`src/rtl/mbox_pkt_arbiter_pkg.sv`:
```
// Shared definitions for the MAILBOX packet arbiter: FSM encoding, byte/word
// geometry of the MAILBOX port and small helpers for header and byte selection.
package mbox_pkg;

    // Arbiter FSM states
    typedef enum logic [1:0] {
        ST_IDLE = 2'd0,
        ST_HDR  = 2'd1,
        ST_DATA = 2'd2
    } mbox_state_e;

    // MAILBOX port geometry
    localparam int MBOX_DW    = 8;
    localparam int WORD_BYTES = 4;
    localparam int WORD_W     = MBOX_DW * WORD_BYTES;
    localparam int BYTE_IDX_W = 2;

    // Header layout: {source index, word count - 1}
    localparam int HDR_SRC_W = 4;
    localparam int HDR_LEN_W = 4;

    // Index of the last byte of a word
    localparam logic [BYTE_IDX_W-1:0] LAST_BYTE = 2'd3;

    // Build a header byte from source index and length field
    function automatic logic [MBOX_DW-1:0] make_hdr(
        input logic [HDR_SRC_W-1:0] src,
        input logic [HDR_LEN_W-1:0] len
    );
        return {src, len};
    endfunction

    // Select one byte of a word, least-significant byte at index 0
    function automatic logic [MBOX_DW-1:0] word_byte(
        input logic [WORD_W-1:0]     word,
        input logic [BYTE_IDX_W-1:0] sel
    );
        logic [MBOX_DW-1:0] b;
        case (sel)
            2'd0:    b = word[7:0];
            2'd1:    b = word[15:8];
            2'd2:    b = word[23:16];
            default: b = word[31:24];
        endcase
        return b;
    endfunction

endpackage

```
`src/rtl/mbox_pkt_arbiter_rr_arb.sv`:
```
// Combinational round-robin pick: starting just after ptr_i, return the first
// requester with its request set, as a one-hot grant and a binary index.
// The pointer register itself lives in the caller.
module mbox_rr_arb
    import mbox_pkg::*;
#(
    parameter  int NREQ  = 2,
    localparam int IDX_W = (NREQ > 1) ? $clog2(NREQ) : 1
) (
    input  logic [NREQ-1:0]  req_i,
    input  logic [IDX_W-1:0] ptr_i,
    output logic [NREQ-1:0]  gnt_o,
    output logic [IDX_W-1:0] idx_o
);

    localparam int SUM_W = IDX_W + 1;

    // Scan ptr+1, ptr+2, ... modulo NREQ and take the first set request
    always_comb begin : pick
        logic [SUM_W-1:0] sum_v;
        logic [IDX_W-1:0] cand_v;
        logic             found_v;
        gnt_o   = '0;
        idx_o   = '0;
        found_v = 1'b0;
        sum_v   = '0;
        cand_v  = '0;
        for (int i = 1; i <= NREQ; i++) begin
            // ptr < NREQ and i <= NREQ, so one conditional subtract wraps it
            sum_v = {1'b0, ptr_i} + SUM_W'(i);
            if (sum_v >= SUM_W'(NREQ)) begin
                sum_v = sum_v - SUM_W'(NREQ);
            end else begin
                sum_v = sum_v;
            end
            cand_v = sum_v[IDX_W-1:0];
            if (!found_v && req_i[cand_v]) begin
                found_v       = 1'b1;
                gnt_o[cand_v] = 1'b1;
                idx_o         = cand_v;
            end else begin
                found_v = found_v;
            end
        end
    end

endmodule

```
`src/rtl/mbox_pkt_arbiter.sv`:
```
// Shares the MAILBOX byte-write port between NREQ word-oriented requesters.
// Each grant emits one packet: a header {src, len} then LEN+1 words, LSB first.
// Packets are arbitrated round-robin in IDLE; mbox_full_i freezes the datapath.
module mbox_pkt_arbiter
    import mbox_pkg::*;
#(
    parameter int NREQ  = 2,
    parameter int LEN_W = 4
) (
    input  logic                 wb_clk_i,
    input  logic                 wb_rst_n_i,
    input  logic [NREQ-1:0]      req_i,
    input  logic [NREQ*LEN_W-1:0] len_i,
    input  logic [NREQ*32-1:0]   dat_i,
    output logic [NREQ-1:0]      gnt_o,
    output logic [NREQ-1:0]      ack_o,
    output logic                 busy_o,
    output logic                 mbox_wr_o,
    output logic [MBOX_DW-1:0]   mbox_do_o,
    input  logic                 mbox_full_i
);

    localparam int IDX_W = (NREQ > 1) ? $clog2(NREQ) : 1;

    mbox_state_e             state_q;
    logic [IDX_W-1:0]        ptr_q;
    logic [IDX_W-1:0]        idx_q;
    logic [LEN_W-1:0]        word_cnt_q;
    logic [BYTE_IDX_W-1:0]   byte_cnt_q;
    logic [WORD_W-1:0]       buf_q;
    logic [NREQ-1:0]         gnt_q;
    logic [NREQ-1:0]         ack_q;

    logic [NREQ-1:0]         pick_gnt_s;
    logic [IDX_W-1:0]        pick_idx_s;
    logic [LEN_W-1:0]        len_a_s [NREQ];
    logic [WORD_W-1:0]       dat_a_s [NREQ];
    logic                    move_s;
    logic [MBOX_DW-1:0]      do_s;

    // Split the flat per-requester buses into indexable arrays
    for (genvar k = 0; k < NREQ; k++) begin : g_slice
        assign len_a_s[k] = len_i[LEN_W*k +: LEN_W];
        assign dat_a_s[k] = dat_i[WORD_W*k +: WORD_W];
    end

    mbox_rr_arb #(
        .NREQ (NREQ)
    ) u_rr_arb (
        .req_i (req_i),
        .ptr_i (ptr_q),
        .gnt_o (pick_gnt_s),
        .idx_o (pick_idx_s)
    );

    // A byte moves only when we are sending and the MAILBOX has room
    assign move_s    = ~mbox_full_i & ((state_q == ST_HDR) | (state_q == ST_DATA));
    assign mbox_wr_o = move_s;
    assign busy_o    = (state_q != ST_IDLE);
    assign gnt_o     = gnt_q;
    assign ack_o     = ack_q;
    assign mbox_do_o = do_s;

    // Byte mux: header in HDR, current buffered word byte in DATA
    always_comb begin
        do_s = 8'h00;
        case (state_q)
            ST_HDR:  do_s = make_hdr(HDR_SRC_W'(idx_q), HDR_LEN_W'(word_cnt_q));
            ST_DATA: do_s = word_byte(buf_q, byte_cnt_q);
            default: do_s = 8'h00;
        endcase
    end

    // Packet FSM: arbitration, word capture, byte/word counting and grant/ack
    always_ff @(posedge wb_clk_i) begin
        if (!wb_rst_n_i) begin
            state_q    <= ST_IDLE;
            ptr_q      <= IDX_W'(NREQ - 1);
            idx_q      <= '0;
            word_cnt_q <= '0;
            byte_cnt_q <= '0;
            buf_q      <= '0;
            gnt_q      <= '0;
            ack_q      <= '0;
        end else begin
            // ack is a single-cycle pulse, only raised on a word capture
            ack_q <= '0;
            case (state_q)
                ST_IDLE: begin
                    if (|req_i) begin
                        idx_q      <= pick_idx_s;
                        word_cnt_q <= len_a_s[pick_idx_s];
                        gnt_q      <= pick_gnt_s;
                        state_q    <= ST_HDR;
                    end else begin
                        state_q    <= ST_IDLE;
                    end
                end
                ST_HDR: begin
                    if (move_s) begin
                        buf_q      <= dat_a_s[idx_q];
                        ack_q      <= gnt_q;
                        byte_cnt_q <= '0;
                        state_q    <= ST_DATA;
                    end else begin
                        state_q    <= ST_HDR;
                    end
                end
                ST_DATA: begin
                    if (move_s) begin
                        if (byte_cnt_q != LAST_BYTE) begin
                            byte_cnt_q <= byte_cnt_q + 2'd1;
                        end else if (word_cnt_q != '0) begin
                            buf_q      <= dat_a_s[idx_q];
                            ack_q      <= gnt_q;
                            word_cnt_q <= word_cnt_q - LEN_W'(1);
                            byte_cnt_q <= '0;
                        end else begin
                            // Packet done: the finished requester becomes lowest priority
                            ptr_q   <= idx_q;
                            gnt_q   <= '0;
                            state_q <= ST_IDLE;
                        end
                    end else begin
                        state_q <= ST_DATA;
                    end
                end
                default: begin
                    gnt_q   <= '0;
                    state_q <= ST_IDLE;
                end
            endcase
        end
    end

endmodule

```
`config.mk`:
```
export PLATFORM = sky130hd
export DESIGN_NAME = mbox_pkt_arbiter
export DESIGN_NICKNAME = d
export VERILOG_FILES = /design/src/rtl/mbox_pkt_arbiter_pkg.sv /design/src/rtl/mbox_pkt_arbiter_rr_arb.sv /design/src/rtl/mbox_pkt_arbiter.sv
export SDC_FILE = /design/constraint.sdc
export NUM_CORES = 1
export LEC_CHECK = 0
export ABC_AREA = 1
export BUFFER_PORTS_ARGS = -buffer_cell sky130_fd_sc_hd__buf_2
export CORE_MARGIN = 2
export CORE_UTILIZATION = 55
export CTS_CLUSTER_DIAMETER = 100
export DETAILED_ROUTE_END_ITERATION = 8
export PLACE_DENSITY = 0.85
export SETUP_SLACK_MARGIN = 0.3
export SYNTH_ARGS = -nofsm -noshare
export SYNTH_HDL_FRONTEND = slang
export SYNTH_SLANG_ARGS = --single-unit
```
`constraint.sdc`:
```
create_clock -name wb_clk_i -period 2.31 [get_ports wb_clk_i]
set_input_delay 0.1155 -clock wb_clk_i [delete_from_list [all_inputs] [get_ports wb_clk_i]]
set_output_delay 0.1155 -clock wb_clk_i [all_outputs]
set_load 0.01 [all_outputs]
```
======== After elaboration in Yosys (flattened, before gate mapping) ========
Cells that the tools add are included.
storage, ports and cells
  bits in registers ....................... 46
  input bits .............................. 77
  output and inout port bits .............. 14
  word-level logic and storage cells ...... 115
cells by class
  add/subtract/negate cells ............... 6
  order comparisons ....................... 8
  eq/ne operators ......................... 13
  multiplexer cells ....................... 53
  bitwise gates (word level) .............. 9
  reduce and logical (&&, ||, !) cells .... 18
operator list
  operator                                                     number
  2-to-1 mux 32 bit                                            7
  one-hot mux 32 bit (2 select lines)                          1
  2-to-1 mux 2 bit                                             17
  2-to-1 mux 4 bit                                             7
  one-hot mux 8 bit (3 select lines)                           1
  one-hot mux 8 bit (2 select lines)                           1
  2-to-1 mux 1 bit                                             12
  one-hot mux 2 bit (3 select lines)                           2
  AND reduction 4 bit                                          3
  != test 2 bit (second input constant)                        5
  AND reduction 5 bit                                          2
  >= comparator 2 bit (second input constant)                  4
  one-hot mux 2 bit (2 select lines)                           2
  one-hot mux 4 bit (2 select lines)                           1
  != test 3 bit (second input constant)                        2
  nonzero test 2 bit                                           3
  equality test 2 x 1 -> 1 bit (second input constant)         2
  equality test 2 bit (second input constant)                  2
  logical NOT 2 bit                                            2
  less-than comparator 1 x 2 -> 1 bit (second input constant)  2
  inverter 1 bit                                               4
  inverter 1 -> 2 bit                                          2
  AND reduction 2 bit                                          2
  nonzero test 4 bit                                           1
  other kinds (15)                                             20

======== Longest topological paths before layout ========
  depth in word-level cells ............... 15
  mapped depth ............................ 9
  mapped depth without buffers ............ 9

======== By module ========
Synthesis repeated with hierarchy kept, for this count alone.
unflattened totals
  cells, all modules ...................... 470
  area total of the unflattened synthesis .. 2725.1 um^2
by module, submodules not included
  module            times used  cells each  area each (um^2)  sequential area each (um^2)
  mbox_pkt_arbiter  1           464         2700.1            920.9
  mbox_rr_arb       1           6           25.0              0.0

======== Worst setup path before layout ========
Ideal clock, no wire load.
  path type ............................... flip-flop to flip-flop
  start point ............................. reg state_q[0]
  end point ............................... reg byte_cnt_q[0]
  setup time .............................. 0.113 ns
  arrival ................................. 1.388 ns
  required time ........................... 2.197 ns
  path slack .............................. 0.809 ns
  stages on the path, launching flop included .. 10
  path buffers ............................ 0
  clock period less this slack ............ 1.501 ns
  path through ............................ dfxtp_1 inv_1 ha_1 clkinv_1 a21oi_1 nand2_1 nor2_1 nand2_1 nand2_1 nor2_1
between the ends
  cells in the longest elaborated chain, start to end .. 5
  elaborated cells between the ends (all ways) .. 10
  those cells by class .................... eq/ne (5); mux (1); bitwise (2); reduce/logical (2)
RTL lines
  item                                                                 RTL line                                        RTL
  from (decl)                                                          mbox_pkt_arbiter.sv:25                          mbox_state_e state_q;
  from (signal assigned)                                               mbox_pkt_arbiter.sv:77                          state_q <= ST_IDLE;
  from (signal assigned)                                               mbox_pkt_arbiter.sv:94                          state_q <= ST_HDR;
  from (signal assigned)                                               mbox_pkt_arbiter.sv:96                          state_q <= ST_IDLE;
  equality test 2 x 1 -> 1 bit or equality test 2 bit (tied branches)  mbox_pkt_arbiter.sv:57, mbox_pkt_arbiter.sv:88
  OR 1 bit                                                             mbox_pkt_arbiter.sv:57                          assign move_s = ~mbox_full_i & ((state_q == ST_HDR) | (state_q == ST_DATA));
  AND 1 bit                                                            mbox_pkt_arbiter.sv:57
  != test 2 bit (no source line)                                       -
  AND reduction 4 bit (no source line)                                 -
  to (signal assigned)                                                 mbox_pkt_arbiter.sv:112                         byte_cnt_q <= byte_cnt_q + 2'd1;
  to (decl)                                                            mbox_pkt_arbiter.sv:29                          logic [BYTE_IDX_W-1:0] byte_cnt_q;
Several ways; a longest one is shown, not always the timed one.
A chain may end at the register's enable or synchronous reset.

======== Final worst setup path ========
  start point ............................. reg state_q[0]
  end point ............................... out mbox_do_o[0]
between the ends
  cells in the longest elaborated chain, start to end .. 2
  elaborated cells between the ends (all ways) .. 3
  those cells by class .................... eq/ne (2); mux (1)
RTL lines
  item                                                                 RTL line                RTL
  equality test 2 bit or equality test 2 x 1 -> 1 bit (tied branches)  mbox_pkt_arbiter.sv:67  case (state_q)
  one-hot mux 8 bit (2 select lines) *                                 mbox_pkt_arbiter.sv:67
  to (decl)                                                            mbox_pkt_arbiter.sv:19  output logic [MBOX_DW-1:0] mbox_do_o,
Every way passes the cells marked *; elsewhere a longest branch is shown, timed or not.

==> impl_metrics.toml <==
[route]
routedWlPerCell_um = 11.7
vias = 3116
ant_nets = 0
drt_first_iter_violations = 171
totalWireLength_um = 7240
viasPerCell = 5.02
firstDrtPassIters = 5
drc = 0

[setup_path]
slowest_stage = "dfxtp_1"
path_cells = "inv_1, ha_4, nand2_1, clkinvlp_4, a21oi_1, nor2_1, buf_2"
required_ns = 2.19
start_kind = "flop"
crit_path_end_kind = "output pin"
crit_fanout = 14
crit_type = "reg -> out"
critPathMaxStageDelay_ns = 0.41
r2r_cells = 9
crit_arrival_ns = 1.80

[power_and_ir_drop]
total_leakage_power_nw = 1.66
peakVddDrop_v = 0.000315
power.density_mw_per_mm2 = 637

[timing]
maxSlewHeadroom_pct = 66.0
skew_ns = 0.00665
period_share_pct = 82.7
setup_viol = 0
drv_slew = 0
rsz0062_at_grt = "false"
layout_min_cycle_time_ns = 1.91
hold_viol = 0
fmax_mhz = 523
tns_ns = 0
worst_pin_slew_ns = 0.510

[yosys]
synthXorXnorAreaFrac_pct = 0.305
ys_seq_area_share_pct = 32.1
synth_cell_type_count = 23
synth_compound_area_share_pct = 15.5
ys_ff_latch = 46
synth_top_family_by_area = "simple AND/OR/NAND/NOR gates"
syn_avg_cell_area_um2 = 6.07
mappedNetlistArea_mm2 = 0.00287
synthSimpleGateAreaFrac_pct = 35.6
synthAdderAreaFrac_pct = 3.92
synthMuxAreaShare_pct = 0
yosys_warnings = 0
synth_nets = 559
netlist_instances = 473

[outcome]
run_status = "finished clean"

[floorplanning]
core-area_mm2 = 0.00507
die_x_um = 76.3
ios = 91
rows = 26
start_util_pct = 56.6
die-area_mm2 = 0.00581
die_h_um = 76.3

[global_route]
grt_overflow_total = 0
grt_pass1_vias = 2842
grt_pass1_wl_um = 12200
grt_antenna_before_repair = 0
grt_usage_pct = 25.0
grt_max_degree = 36

[run]
maxCapViolCount = 0

[final_layout]
nets = 637
final_common_cell = "nand2_1"
nFillCells = 502
drive_gt1_share_pct = 20.7
diodes = 0
syn_to_final_growth_pct = 20.4
final_cell_mix = "nand2_1 (158), buf_2 (90), nand3_1 (57), inv_1 (54)"
fin_cells = 621

[placement]
dp_cells = 614
gp_congestion = 0.858
post-dp-hpwl_um = 5510
port_buffers = 90

[cts]
cts_buffer_depth = 2
cts_tree = "built"
cts.sinks = 46
ctsResizeCount = 1
clk_latency_ns = 0.30
cts_setup_buffers = 0
numCtsBuffers = 5
ctsHoldBuffers = 0
h-tree-depth = 2
clkSlewWorstSetupHoldPaths_ns = 0.08
root_buffer = "clkbuf_8"

[hold_path]
hp-class = "in -> reg"
min_path_cells = 2
==> final cells by class <==
type	count	area, µm²	share of cell area [%]
Multi-Input combinational cell	343	1600	46.3
Sequential cell	46	922	26.7
Timing Repair Buffer	95	500	14.5
Inverter	60	233	6.73
Tap cell	70	87.6	2.53
Clock buffer	6	82.6	2.39
Clock inverter	1	30.0	0.869
==> synthesized netlist by cell type <==
cell type,count,share of area [%]
a31oi_1,2,0.44
inv_1,55,7.2
nor3b_1,1,0.26
o21ai_0,38,6.6
clkinv_1,3,0.39
a21oi_1,45,7.8
nand2_4,1,0.39
nand2_1,158,21
dfxtp_1,46,32
ha_1,9,3.9
nand3_2,1,0.35
xor2_1,1,0.31
clkbuf_1,10,1.3
nor3_1,2,0.35
nand2_2,1,0.22
buf_6,3,1.2
buf_2,7,1.2
or2_2,1,0.22
nand3_1,57,9.9
nor2_1,25,3.3
buf_4,4,1.0
o21ai_4,1,0.57
inv_2,2,0.26
==> layer usage <==
layer | wire length [µm] | up-vias | global-route usage, %
met5 | 0 | - | 0
met4 | 103 | 0 | 8.18
met3 | 357 | 14 | 4.98
met2 | 3570 | 79 | 43.2
met1 | 3210 | 1367 | 31.3
li1 | - | 1656 | -
==> report_power, final <==
group / switching, mW / total, mW / internal, mW
Combinational: 0.401 / 0.649 / 0.248
Sequential: 0.0644 / 0.936 / 0.872
Clock: 0.271 / 0.617 / 0.346
==> path summary, 6_finish.rpt <==
path | from | to | slack, ns
worst max register to register | state_q[1]$_SDFFE_PN0P_ | byte_cnt_q[0]$_SDFFE_PN0P_ | 0.51
worst max-delay path | state_q[0]$_SDFFE_PN0P_ | mbox_do_o[0] | 0.40
worst min-delay path | wb_rst_n_i | ptr_q$_SDFFE_PN1P_ | 0.13
worst min register to register | buf_q[26]$_SDFFE_PN0P_ | buf_q[26]$_SDFFE_PN0P_ | 0.47
==> metrics by stage <==
| stage | power, mW | utilization [%] | setup slack [ns] | cell area [µm²] | hold WS, ns |
|---|---|---|---|---|---|
| 3_3_place_gp | 1.57 | 65.5 | 0.518 | 3320 | 0.424 |
| 2_1_floorplan | 1.40 | - | 0.809 | 2870 | 0.303 |
| 4_1_cts | 2.20 | 67.8 | 0.301 | 3440 | 0.121 |
| 3_5_place_dp | 1.59 | 65.5 | 0.461 | 3320 | 0.437 |
| 6_report | 2.20 | 68.1 | 0.399 | 3460 | 0.131 |
| 5_1_grt | 2.35 | 68.1 | 0.307 | 3460 | 0.127 |
==> state kept, by name, indices dropped and copies added (netlist names) <==
name	count
ptr_q	1
buf_q	32
gnt_o	2
word_cnt_q	4
byte_cnt_q	2
ack_o	2
state_q	2
idx_q	1
==> critical path: cells and delay by family, from the launching register on <==
kind | cells | cell delay (ns)
compound gates | 1 | 0.20
simple gates | 2 | 0.22
fa+ha+maj | 1 | 0.23
buf+inv | 3 | 0.45
flops | 1 | 0.41
==> cells by family (layout without fill, tap and decap cells) <==
| group | after synthesis | in the layout |
|---|---|---|
| AOI/OAI and AO/OA | 86 | 86 |
| buffers and inverters | 84 | 162 |
| DFF | 46 | 46 |
| adders and majority gates | 9 | 9 |
| xor gates and xnor gates | 1 | 1 |
| and+or+nand+nor | 247 | 247 |
No activity file was read; power rests on OpenSTA's default activity.
